[src/rtl/parity_check_controller.sv]
// Burst parity checker: accepts BURST_LEN words over valid/ready, counts parity failures, and reports a verdict.
// Optional macro PCC_ABORT_ON_ERR_EN ends the burst on the first failing word.
module parity_check_controller #(
    parameter int unsigned DATA_W    = 4,
    parameter int unsigned BURST_LEN = 8,
    parameter int unsigned CNT_W     = 8
) (
    input  logic              clk,
    input  logic              reset,
    input  logic              start,
    input  logic              odd_mode,
    input  logic              in_valid,
    output logic              in_ready,
    input  logic [DATA_W-1:0] in_data,
    input  logic              in_parity,
    output logic              busy,
    output logic              done,
    output logic              pass,
    output logic [CNT_W-1:0]  err_count,
    output logic [CNT_W-1:0]  first_err_idx,
    output logic              err_seen
);

`ifdef PCC_ABORT_ON_ERR_EN
    localparam bit ABORT_EN = 1'b1;
`else
    localparam bit ABORT_EN = 1'b0;
`endif

    localparam logic [CNT_W-1:0] LAST_IDX = CNT_W'(BURST_LEN - 1);
    localparam logic [CNT_W-1:0] CNT_MAX  = {CNT_W{1'b1}};

    typedef enum logic [1:0] {
        IDLE = 2'd0,
        RUN  = 2'd1,
        DONE = 2'd2
    } state_t;

    state_t           state;
    logic             odd_q;
    logic [CNT_W-1:0] word_idx;

    logic             accept_c;
    logic             bad_c;
    logic             end_c;
    logic [CNT_W-1:0] err_next_c;

    // Per-word verdict and the error count as it will be after this edge
    always_comb begin
        accept_c   = in_valid && in_ready;
        bad_c      = ((^{in_data, in_parity}) != odd_q);
        err_next_c = err_count;
        if (accept_c && bad_c && (err_count != CNT_MAX)) begin
            err_next_c = err_count + CNT_W'(1);
        end
        end_c = accept_c && ((word_idx == LAST_IDX) || (ABORT_EN && bad_c));
    end

    always_ff @(posedge clk) begin
        if (reset) begin
            state         <= IDLE;
            odd_q         <= 1'b0;
            word_idx      <= '0;
            in_ready      <= 1'b0;
            busy          <= 1'b0;
            done          <= 1'b0;
            pass          <= 1'b0;
            err_count     <= '0;
            first_err_idx <= '0;
            err_seen      <= 1'b0;
        end else begin
            case (state)
                IDLE: begin
                    done <= 1'b0;
                    if (start) begin
                        state         <= RUN;
                        in_ready      <= 1'b1;
                        busy          <= 1'b1;
                        odd_q         <= odd_mode;
                        word_idx      <= '0;
                        pass          <= 1'b0;
                        err_count     <= '0;
                        first_err_idx <= '0;
                        err_seen      <= 1'b0;
                    end
                end
                RUN: begin
                    if (accept_c) begin
                        word_idx  <= word_idx + CNT_W'(1);
                        err_count <= err_next_c;
                        if (bad_c && !err_seen) begin
                            first_err_idx <= word_idx;
                            err_seen      <= 1'b1;
                        end
                    end
                    // Verdict is ready in the same cycle as the done pulse
                    if (end_c) begin
                        state    <= DONE;
                        in_ready <= 1'b0;
                        done     <= 1'b1;
                        pass     <= (err_next_c == '0);
                    end
                end
                DONE: begin
                    state    <= IDLE;
                    in_ready <= 1'b0;
                    busy     <= 1'b0;
                    done     <= 1'b0;
                end
                default: begin
                    state    <= IDLE;
                    in_ready <= 1'b0;
                    busy     <= 1'b0;
                    done     <= 1'b0;
                end
            endcase
        end
    end

endmodule

[config.mk]
export PLATFORM = sky130hd
export DESIGN_NAME = parity_check_controller
export DESIGN_NICKNAME = d
export VERILOG_FILES = /design/src/rtl/parity_check_controller.sv
export SDC_FILE = /design/constraint.sdc
export NUM_CORES = 1
export LEC_CHECK = 0
export BUFFER_PORTS_ARGS = -buffer_cell sky130_fd_sc_hd__buf_2
export CAP_MARGIN = 5
export CORE_AREA = 2 2 60 84
export DETAILED_ROUTE_END_ITERATION = 10
export DIE_AREA = 0 0 62 86
export PLACE_DENSITY = 0.61
export SLEW_MARGIN = 20
export SYNTH_ARGS = -nofsm -noshare
export SYNTH_HDL_FRONTEND = slang
export SYNTH_SLANG_ARGS = --single-unit
export TNS_END_PERCENT = 20
[constraint.sdc]
create_clock -name clk -period 2.6 [get_ports clk]
set_clock_uncertainty 0.2 [all_clocks]
set_input_delay 0.13 -clock clk [delete_from_list [all_inputs] [get_ports clk]]
set_output_delay 0.13 -clock clk [all_outputs]
set_load 0.005 [all_outputs]
==> impl_metrics.csv <==
group,metric,value,unit
pwr,power,0.995,mW
layout,most-common-layout-cells,"sky130_fd_sc_hd__dfxtp_1 (31), sky130_fd_sc_hd__buf_2 (30), sky130_fd_sc_hd__nand2_1 (21), sky130_fd_sc_hd__a21oi_1 (21), sky130_fd_sc_hd__nor2_1 (17)",
floorplan,initial_utilization,36.9,%
worst_setup_path,worstSetupPathDepth,5,
synth,yosys.cell_types.count,50,
routing,routed_via_density,5.46,
clocking,cts_tree,"built",
synth,synth.yosys.seq_area_share,37.1,%
floorplan,fp.dieW,62,um
timing,setup_violations,0,
worst_setup_path,highest_fanout_seen_on_the_critical_path,12,
worst_setup_path,critPathCapture,"pass$_SDFFE_PP0P_",
timing,final.min_clock_period,2.10,ns
layout,insertedDiodeCount,0,
placed_design,port-buffer-count,30,
timing,hold-worst-slack,0.0770,ns
floorplan,number_of_rows_created_at_floorplan,29,
clocking,clk_root_buffer_cell,"sky130_fd_sc_hd__clkbuf_8",
layout,num-fill-cells,467,
pwr,power.density_cell_area,509,mW/mm^2
worst_setup_path,critical_path_required,2.61,ns
worst_setup_path,startpoint_type,"register",
run,cap_viol_max_count,0,
worst_setup_path,r2r.worst_path.cells,5,
worst_setup_path,ff2ff_setup_slack,0.50,ns
worst_setup_path,worst_r2r_startpoint,"in_ready$_SDFFE_PP0P_",
placed_design,dp_hpwl,3.08,mm
synth,syn_avg_cell_area,8.53,sq um
worst_setup_path,critPathArrivalTime,2.11,ns
pwr,vdd_drop_max,0.355,mV
worst_setup_path,cpMaxStageDelayCell,"sky130_fd_sc_hd__and2_1",
global_route,grt_max_degree,25,
global_route,number_of_antenna_violations_at_the_first_check_in_global_routing,0,
floorplan,io_pins,31,
synth,synth-async-reset-ratio,0,%
clocking,cts.htree.levels,2,
routing,drtAntennaViolNets,0,
routing,detail_route.first_pass.iterations,4,
global_route,vias_in_the_first_global_route,1453,
timing,layout_setup_ws,0.495,ns
synth,synthFlopType,"sky130_fd_sc_hd__dfxtp_1",
floorplan,dieHeight,86,um
layout,fraction_of_final_layout_cells_with_drive_strength_greater_than_1,24.4,%
synth,synth-seq-cells,31,
layout,mostFrequentLayoutCell,"sky130_fd_sc_hd__dfxtp_1",
routing,wirelength_routed,4.25,mm
global_route,gr-total-overflow,0,
clocking,post_cts.repair.setup_buffers,0,
synth,synthesis.instances,196,
status,status,"completed",
clocking,cts.clk_slew.worst_paths,0.07,ns
worst_setup_path,cpLargestDelayFamily,"simple AND/OR/NAND/NOR gates",
clocking,clock-sinks,31,
layout,register_area,621,sq um
global_route,grt_first_pass_wirelength,6.82,mm
layout,layout-area-overhead-vs-synth,17.0,%
clocking,clockBufferDepth,2,
worst_setup_path,crit_chain,"and2_1 -> nand4b_1 -> nor3_1 -> o221ai_2 -> o31ai_2",
timing,timing.final.hold_violations,0,
routing,vias,1568,
worst_setup_path,critPathMaxStageDelay,0.47,ns
worst_setup_path,startpoint,"in_ready$_SDFFE_PP0P_",
routing,wl_per_cell,14.8,um
timing,timing.fmax,0.475,GHz
placed_design,global_placement_routability_congestion,0.903,
global_route,track_usage,17.1,%
routing,dr.first_iter.drc_count,65,
floorplan,dieArea,0.00533,sq mm
clocking,cts_inserted_buffers,5,
pwr,leakagePower,0.776,nW
hold_path,hp-class,"in2reg",
worst_setup_path,critical_path.n_buffers_inverters,0,
synth,yosys_warnings,0,
floorplan,core,0.00454,sq mm
timing,period_share,80.9,%
timing,slew_of_the_pin_with_the_lowest_slew_margin,0.522,ns
worst_setup_path,r2r-end,"pass$_SDFFE_PP0P_",
timing,timing_max_transition_violations_final,0,
synth,synth_enable_flop_cells,0,
worst_setup_path,critical_path.endpoint_type,"register",
routing,drc,0,
placed_design,pre_cts_ws,0.521,ns
clocking,clock_latency,0.29,ns
timing,slew-limit-headroom,65.1,%
timing,setup_repair_after_global_routing_missed_its_margin,"false",
timing,setup_tns,0,ns
synth,syn_nets,208,
worst_setup_path,worstSetupPathType,"reg2reg",
layout,multi_input_area,980,sq um
synth,syn_area,0.00167,sq mm
layout,design.final.nets,237,
==> logic make-up after synthesis <==
family	Yosys count	synth area share (%)
buffers and inverters	14	4.27
adder cells (fa/ha/maj)	2	1.50
flip-flops	31	37.1
AND/OR/NAND/NOR	92	29.5
AO/OA/AOI/OAI	43	17.9
XOR/XNOR	12	8.53
multiplexers	2	1.20
==> final cells by class <==
| class | count | area share, % |
|---|---|---|
| Sequential cell | 31 | 31.7 |
| Timing Repair Buffer | 34 | 9.34 |
| Clock inverter | 1 | 0.256 |
| Inverter | 2 | 0.384 |
| Multi-Input combinational cell | 151 | 50.1 |
| Clock buffer | 6 | 4.22 |
| Tap cell | 62 | 3.97 |
==> Yosys cell counts, types with 2 or more instances <==
master                     count  area, sq um
sky130_fd_sc_hd__ha_1          2         25.0
sky130_fd_sc_hd__a21oi_1      21          105
sky130_fd_sc_hd__nor3_1        4         20.0
sky130_fd_sc_hd__nor2_1       17         63.8
sky130_fd_sc_hd__nand3b_1      3         22.5
sky130_fd_sc_hd__and3_1        4         25.0
sky130_fd_sc_hd__a31oi_1       4         25.0
sky130_fd_sc_hd__and3_2        2         15.0
sky130_fd_sc_hd__xor2_1        3         26.3
sky130_fd_sc_hd__mux2i_1       2         20.0
sky130_fd_sc_hd__nand3_1      14         70.1
sky130_fd_sc_hd__inv_1         2         7.51
sky130_fd_sc_hd__nand2b_1      6         37.5
sky130_fd_sc_hd__nand4_1       3         18.8
sky130_fd_sc_hd__or3_1         2         12.5
sky130_fd_sc_hd__and2_1        3         18.8
sky130_fd_sc_hd__nand2_1      21         78.8
sky130_fd_sc_hd__a41oi_1       3         26.3
sky130_fd_sc_hd__clkbuf_1      9         33.8
sky130_fd_sc_hd__o21ai_0       5         25.0
sky130_fd_sc_hd__xnor2_1       6         52.6
sky130_fd_sc_hd__dfxtp_1      31          621
sky130_fd_sc_hd__and2_2        2         15.0
==> per-layer routing <==
| metal | share of wire [%] | GRT usage (%) |
|---|---|---|
| met1 | 41 | 20.7 |
| met2 | 49 | 27.1 |
| met3 | 6.2 | 4.22 |
| met4 | 2.9 | 8.90 |
| met5 | 0 | 0 |
==> repair_timing <==
item	in CTS	in global routing
endpoints found under the hold margin	1	0
hold buffers	1	0
resized for setup	0	0
setup endpoints to repair	0	0
==> worst register-to-register path: stages, from the launching register on <==
cell,delay (ns)
sky130_fd_sc_hd__dfxtp_1,0.43
sky130_fd_sc_hd__and2_1,0.47
sky130_fd_sc_hd__nand4b_1,0.29
sky130_fd_sc_hd__nor3_1,0.31
sky130_fd_sc_hd__o221ai_2,0.15
sky130_fd_sc_hd__o31ai_2,0.17
==> where the power goes <==
group	total (mW)	internal [mW]	switching, mW
Sequential	0.486	0.480	0.00567
Combinational	0.124	0.0470	0.0766
Clock	0.385	0.207	0.178
Total	0.995	0.734	0.260
==> state kept, by name (all words and copies together) (netlist names) <==
| register | cells |
|---|---|
| err_count | 8 |
| first_err_idx | 8 |
| word_idx | 8 |
| busy | 1 |
| done | 1 |
| err_seen | 1 |
| in_ready | 1 |
| odd_q | 1 |
| pass | 1 |
| state | 1 |
==> stage by stage <==
stage               std cells  utilization (%)  area (sq um)
floorplan                 196                -          1670
global placement          279             41.0          1860
detailed placement        279             41.0          1860
CTS                       287             43.1          1960
global route              287             43.1          1960
finish                    287             43.1          1960
==> worst min-delay path by stage <==
stage | from | to | cells after the start | slack, ns
2_1_floorplan | reset | in_ready$_SDFFE_PP0P_ | 1 | -0.0009
3_3_place_gp | odd_mode | odd_q$_SDFFE_PP0P_ | 3 | 0.22
3_5_place_dp | odd_mode | odd_q$_SDFFE_PP0P_ | 3 | 0.22
4_1_cts | start | odd_q$_SDFFE_PP0P_ | 4 | 0.07
5_1_grt | reset | word_idx[1]$_SDFFE_PP0P_ | 2 | 0.09
6_report | reset | word_idx[0]$_SDFFE_PP0P_ | 2 | 0.08
No activity file was read; power rests on OpenSTA's default activity.
